## src/rtl/mem_bist_ctrl.sv

```systemverilog
// Write/read-back memory self-test controller: writes NUM_WORDS seeded patterns,
// reads them back in order, counts miscompares and reports pass/fail.
module mem_bist_ctrl #(
   parameter int                NUM_WORDS = 5,
   parameter int                ADDR_W    = 24,
   parameter int                DATA_W    = 32,
   parameter logic [DATA_W-1:0] PATT_SEED = 32'h00FFFFFF,
   parameter int                TIMEOUT   = 1024
) (
   input  logic              clk,
   input  logic              rst,
   input  logic              start,
   input  logic              wr_rdy,
   input  logic              rd_rdy,
   input  logic              rd_data_valid,
   input  logic [DATA_W-1:0] rd_data,
   output logic              wr_en,
   output logic [ADDR_W-1:0] wr_addr,
   output logic [DATA_W-1:0] wr_data,
   output logic              rd_en,
   output logic [ADDR_W-1:0] rd_addr,
   output logic              busy,
   output logic              pass,
   output logic              fail,
   output logic [15:0]       err_cnt
);

   localparam int CW = ADDR_W + 1;
   localparam int TW = $clog2(TIMEOUT + 1);
   localparam logic [CW-1:0] LAST_WORD = CW'(NUM_WORDS - 1);
   localparam logic [CW-1:0] ALL_WORDS = CW'(NUM_WORDS);
   localparam logic [TW-1:0] TMO_LIMIT = TW'(TIMEOUT);

   localparam logic [2:0] S_IDLE  = 3'd0;
   localparam logic [2:0] S_WRITE = 3'd1;
   localparam logic [2:0] S_READ  = 3'd2;
   localparam logic [2:0] S_DRAIN = 3'd3;
   localparam logic [2:0] S_DONE  = 3'd4;

   logic [2:0]        state_q, state_d;
   logic [CW-1:0]     wr_cnt_q, wr_cnt_d;
   logic [CW-1:0]     rd_cnt_q, rd_cnt_d;
   logic [CW-1:0]     ret_cnt_q, ret_cnt_d;
   logic [TW-1:0]     timer_q, timer_d;
   logic              ovf_q, ovf_d;
   logic [ADDR_W-1:0] wr_addr_q, wr_addr_d;
   logic [DATA_W-1:0] wr_data_q, wr_data_d;
   logic [ADDR_W-1:0] rd_addr_q, rd_addr_d;
   logic              busy_q, busy_d;
   logic              pass_q, pass_d;
   logic              fail_q, fail_d;
   logic [15:0]       err_cnt_q, err_cnt_d;

   logic ret_live, progress, timeout, finish, run_ok;

   function automatic logic [DATA_W-1:0] patt(input logic [ADDR_W-1:0] a);
      return PATT_SEED ^ DATA_W'(a);
   endfunction

   // Request state is registered; the strobe is qualified by the same-cycle ready.
   assign wr_en   = (state_q == S_WRITE) && wr_rdy;
   assign rd_en   = (state_q == S_READ) && rd_rdy;
   assign wr_addr = wr_addr_q;
   assign wr_data = wr_data_q;
   assign rd_addr = rd_addr_q;
   assign busy    = busy_q;
   assign pass    = pass_q;
   assign fail    = fail_q;
   assign err_cnt = err_cnt_q;

   always_comb begin
      state_d   = state_q;
      wr_cnt_d  = wr_cnt_q;
      rd_cnt_d  = rd_cnt_q;
      ret_cnt_d = ret_cnt_q;
      timer_d   = timer_q;
      ovf_d     = ovf_q;
      wr_addr_d = wr_addr_q;
      wr_data_d = wr_data_q;
      rd_addr_d = rd_addr_q;
      busy_d    = busy_q;
      pass_d    = pass_q;
      fail_d    = fail_q;
      err_cnt_d = err_cnt_q;
      timeout   = 1'b0;
      finish    = 1'b0;
      run_ok    = 1'b0;

      // Returns are only meaningful once a run has been started.
      ret_live = rd_data_valid && (state_q != S_IDLE);
      progress = wr_en || rd_en || ret_live;

      if (ret_live) begin
         if (ret_cnt_q != rd_cnt_q) begin
            ret_cnt_d = ret_cnt_q + 1'b1;
            if (rd_data != patt(ret_cnt_q[ADDR_W-1:0]) && err_cnt_q != 16'hFFFF) begin
               err_cnt_d = err_cnt_q + 16'd1;
            end
         end else begin
            ovf_d = 1'b1;
         end
      end

      case (state_q)
         S_WRITE: begin
            if (wr_en) begin
               wr_cnt_d = wr_cnt_q + 1'b1;
               if (wr_cnt_q == LAST_WORD) begin
                  state_d = S_READ;
               end else begin
                  wr_addr_d = wr_cnt_d[ADDR_W-1:0];
                  wr_data_d = patt(wr_cnt_d[ADDR_W-1:0]);
               end
            end
         end
         S_READ: begin
            if (rd_en) begin
               rd_cnt_d = rd_cnt_q + 1'b1;
               if (rd_cnt_q == LAST_WORD) begin
                  state_d = S_DRAIN;
               end else begin
                  rd_addr_d = rd_cnt_d[ADDR_W-1:0];
               end
            end
         end
         S_DRAIN: begin
            if (ret_cnt_q == ALL_WORDS) begin
               finish = 1'b1;
            end
         end
         S_DONE: begin
            // A stray return after completion still condemns the run.
            if (ovf_d) begin
               pass_d = 1'b0;
               fail_d = 1'b1;
            end
         end
         default: ;
      endcase

      if (state_q == S_WRITE || state_q == S_READ || state_q == S_DRAIN) begin
         if (progress) begin
            timer_d = '0;
         end else if (timer_q == TMO_LIMIT) begin
            timeout = 1'b1;
            finish  = 1'b1;
         end else begin
            timer_d = timer_q + 1'b1;
         end
      end

      if (finish) begin
         run_ok  = (err_cnt_d == 16'd0) && !ovf_d && !timeout;
         state_d = S_DONE;
         busy_d  = 1'b0;
         pass_d  = run_ok;
         fail_d  = !run_ok;
      end

      if (start && (state_q == S_IDLE || state_q == S_DONE)) begin
         state_d   = S_WRITE;
         wr_cnt_d  = '0;
         rd_cnt_d  = '0;
         ret_cnt_d = '0;
         timer_d   = '0;
         ovf_d     = 1'b0;
         wr_addr_d = '0;
         wr_data_d = patt('0);
         rd_addr_d = '0;
         busy_d    = 1'b1;
         pass_d    = 1'b0;
         fail_d    = 1'b0;
         err_cnt_d = '0;
      end
   end

   always_ff @(posedge clk) begin
      if (rst) begin
         state_q   <= S_IDLE;
         wr_cnt_q  <= '0;
         rd_cnt_q  <= '0;
         ret_cnt_q <= '0;
         timer_q   <= '0;
         ovf_q     <= 1'b0;
         wr_addr_q <= '0;
         wr_data_q <= '0;
         rd_addr_q <= '0;
         busy_q    <= 1'b0;
         pass_q    <= 1'b0;
         fail_q    <= 1'b0;
         err_cnt_q <= '0;
      end else begin
         state_q   <= state_d;
         wr_cnt_q  <= wr_cnt_d;
         rd_cnt_q  <= rd_cnt_d;
         ret_cnt_q <= ret_cnt_d;
         timer_q   <= timer_d;
         ovf_q     <= ovf_d;
         wr_addr_q <= wr_addr_d;
         wr_data_q <= wr_data_d;
         rd_addr_q <= rd_addr_d;
         busy_q    <= busy_d;
         pass_q    <= pass_d;
         fail_q    <= fail_d;
         err_cnt_q <= err_cnt_d;
      end
   end

endmodule

```

## config.mk

```make
export PLATFORM = sky130hd
export DESIGN_NAME = mem_bist_ctrl
export DESIGN_NICKNAME = d
export VERILOG_FILES = /design/src/rtl/mem_bist_ctrl.sv
export SDC_FILE = /design/constraint.sdc
export NUM_CORES = 1
export LEC_CHECK = 0
export ABC_CLOCK_PERIOD_IN_PS = 6150
export BUFFER_PORTS_ARGS = -buffer_cell sky130_fd_sc_hd__clkbuf_2
export CAP_MARGIN = 0
export CORE_AREA = 2 2 165 167
export DETAILED_ROUTE_END_ITERATION = 8
export DIE_AREA = 0 0 167 169
export SYNTH_ARGS = -nofsm -noshare
export SYNTH_HDL_FRONTEND = slang
export SYNTH_SLANG_ARGS = --single-unit
```

## constraint.sdc

```tcl
create_clock -name clk -period 6.15 [get_ports clk]
set_clock_uncertainty 0.05 [all_clocks]
set_input_delay 1.23 -clock clk [delete_from_list [all_inputs] [get_ports clk]]
set_output_delay 1.23 -clock clk [all_outputs]
set_load 0.05 [all_outputs]
```

==> impl_metrics.csv <==
group,metric,value,unit
run_status,status,"complete, no violations",
synthesis,syn_inst,1144,
placed_design,place_congestion,0.860,
clocking,clock-sinks,181,
synthesis,ys_seq_area_frac,0.396,
finish,final_util,0.397,
synthesis,synthFlopType,"dfxtp_1",
global_routing,grt_use_total,0.164,
synthesis,synthDistinctLibCells,57,
detailed_routing,routed_via_density,5.11,
synthesis,synth_warnings,0,
worst_hold_path,hold_class,"reg -> reg",
power,switchingPower,724,uW
global_routing,grt-ovfl-total,0,
clocking,cts_setup_buffers,0,
worst_setup_path,required,4870,ps
worst_setup_path,path_class,"in -> out",
timing,final_max_slew_viol_count,0,
power,clock_power_share,0.457,
floorplanning,die_w,167,um
floorplanning,die_h,169,um
worst_setup_path,crit_fanout,16,
power,leakage,3.87,nW
global_routing,grt_pass1_vias,7211,
finish,final_common_cell,"dfxtp_1",
finish,fin_nets,1251,
detailed_routing,ant_nets,0,
timing,clock.fmax,0.283,GHz
clocking,cts_buffers,17,
finish,diodes,0,
finish,areaGrowthSynthToFinish,15.0,%
floorplanning,die_area,28200,um^2
finish,drive_gt1_frac,0.150,
synthesis,syn_area,9150,um^2
power,p_int,1.84,mW
finish,final_cell_mix,"dfxtp_1 (181), nor2_1 (171), clkbuf_2 (130)",
power,sw_frac_of_total,0.283,
clocking,clk_pin_slew,80,ps
clocking,cts.htree.levels,4,
global_routing,antenna_found_initial,0,
power,ir_drop,0.157,mV
placed_design,io_buffers,130,
detailed_routing,wl_per_cell,15.2,um
timing,finalCritPeriodShare,0.574,
clocking,root_buffer,"clkbuf_16",
timing,maxSlewHeadroom,0.339,
timing,rsz0062_at_grt,"false",
clocking,cts_tree,"yes",
synthesis,synth-async-reset-ratio,0,
detailed_routing,vias,7966,
synthesis,syn_area_per_cell,8.00,um^2
floorplanning,ios,139,
worst_setup_path,path_cells,"clkbuf_2 > nand2_1 > or2_2 > inv_1 > clkbuf_2",
detailed_routing,drc,0,
detailed_routing,drt_iter0_drc,572,
global_routing,grt_max_degree,81,
timing,finalSetupTns,0,ps
worst_setup_path,slowest_stage,"or2_2",
clocking,clockBufferDepth,2,
clocking,ctsResizeCount,0,
synthesis,ys_ff_latch,181,
detailed_routing,finalWirelength,23.6,mm
power,power_per_cell_area,243,nW/um^2
power,pwr-share-comb,0.074,
floorplanning,design.core.area,26500,um^2
timing,hold_violations,0,
power,p_total,2.56,mW
floorplanning,initial_core_util,0.345,
clocking,hold_buffers,0,
worst_setup_path,crit_buf_inv,3,
power,p_seq_frac,0.469,
timing,fin_crit,3530,ps
detailed_routing,first_pass_iters,5,
job,drv_cap,0,
timing,setup_violations,0,
worst_setup_path,crit_top_cell,"clkbuf_2",
worst_setup_path,cp_top_family,"buffers and inverters",
clocking,clk_latency,440,ps
floorplanning,rows,60,
worst_setup_path,max_stage_delay,430,ps
placed_design,dp_hpwl,16.8,mm
finish,n_fill_cell,2728,
synthesis,synth_edf_count,0,
worst_setup_path,end_kind,"output port",
worst_setup_path,critPathLaunchType,"primary input",
worst_setup_path,crit_arrival,2250,ps
timing,tightest_slew,990,ps
global_routing,grt_pass1_wl,37.9,mm
final timing paths:
check | startpoint | to | slack, ps | cells past startpoint
setup / recovery | rd_rdy | rd_en | 2620 | 5
setup reg to reg | state_q[0] | rd_addr[19] | 2770 | 5
hold reg to reg | wr_addr[8] | wr_addr[8] | 420 | 2
hold / removal | wr_addr[8] | wr_addr[8] | 420 | 2
Yosys cell counts, types with 2 or more instances:
cell type  count  area (um^2)
dfxtp_1      181         3620
nor2_1       171          642
nand2_1       99          372
xnor2_1       97          850
a21oi_1       75          375
xor2_1        73          639
clkbuf_1      62          233
nand3_1       46          230
o21ai_0       37          185
nand4_1       31          194
nor4_1        26          163
buf_2         25          125
and3_1        24          150
or3_1         21          131
inv_1         20         75.1
nor3_1        20          100
a22oi_1       17          128
o22ai_1       12         75.1
and2_1         9         56.3
ha_1           9          113
and4_1         8         70.1
buf_4          8         60.1
a31oi_1        7         43.8
clkbuf_2       5         25.0
nor4b_1        5         43.8
o21a_1         5         37.5
o21ai_1        4         20.0
or2_2          4         25.0
a211oi_1       3         22.5
buf_1          3         11.3
nand2b_1       3         18.8
o31a_1         3         26.3
a311o_1        2         20.0
a41oi_1        2         17.5
mux2i_1        2         20.0
o211ai_1       2         15.0
o31ai_1        2         15.0
or4_1          2         15.0
layout make-up:
class                      count  area, um^2  share of cell area
inverter                      20        75.1             0.00714
clock inverter                15         238              0.0226
multi-input combinational    846        5020               0.477
clock buffer                  17         425              0.0404
tap                          341         427              0.0406
timing repair buffer         138         711              0.0676
sequential                   181        3620               0.344
metrics by stage:
step / std cells / hold slack, ps / cell area (um^2) / setup slack (ps)
global route: 1558 / 431 / 10500 / 2500
global placement: 1526 / 389 / 9860 / 2450
detailed placement: 1526 / 400 / 9860 / 2440
floorplan: 1151 / 416 / 9170 / 2460
CTS: 1558 / 413 / 10500 / 2600
finish: 1558 / 416 / 10500 / 2620
state kept, by name, summed over array words and instances (netlist names):
| register | flops |
|---|---|
| busy | 1 |
| err_cnt | 16 |
| fail | 1 |
| ovf_q | 1 |
| pass | 1 |
| rd_addr | 24 |
| rd_cnt_q | 25 |
| ret_cnt_q | 25 |
| state_q | 3 |
| timer_q | 11 |
| wr_addr | 24 |
| wr_cnt_q | 25 |
| wr_data | 24 |
power groups by stage:
stage                     Sequential [mW]  Combinational [mW]  Clock (mW)
after floorplan                      1.28              0.0860           0
after global placement               1.23               0.190           0
after detailed placement             1.23               0.190           0
after CTS                            1.20               0.191        1.20
after global routing                 1.20               0.203        1.24
final                                1.20               0.189        1.17
per-layer routing:
metal | track usage | vias to the layer above | wire, um
met3 | 0.0355 | 24 | 1270
met1 | 0.232 | 3741 | 11300
li1 | - | 4002 | -
met4 | 0.0442 | 0 | 321
met5 | 0 | - | 0
met2 | 0.252 | 199 | 10700
cell families after synthesis:
kind of cell,count (synthesis),share of synthesized area
AOI/OAI and AO/OA,177,0.114
xor gates and xnor gates,171,0.165
adders and majority gates,9,0.0123
buffers and inverters,124,0.0591
DFF,181,0.396
muxes,2,0.00219
other,1,0.000410
and+or+nand+nor,479,0.252
worst min-delay path, stage by stage (launching register included):
cell     delay [ps]
dfxtp_1         320
nand2_1          50
a21oi_1          50
Power figures use the tool's default switching activity.
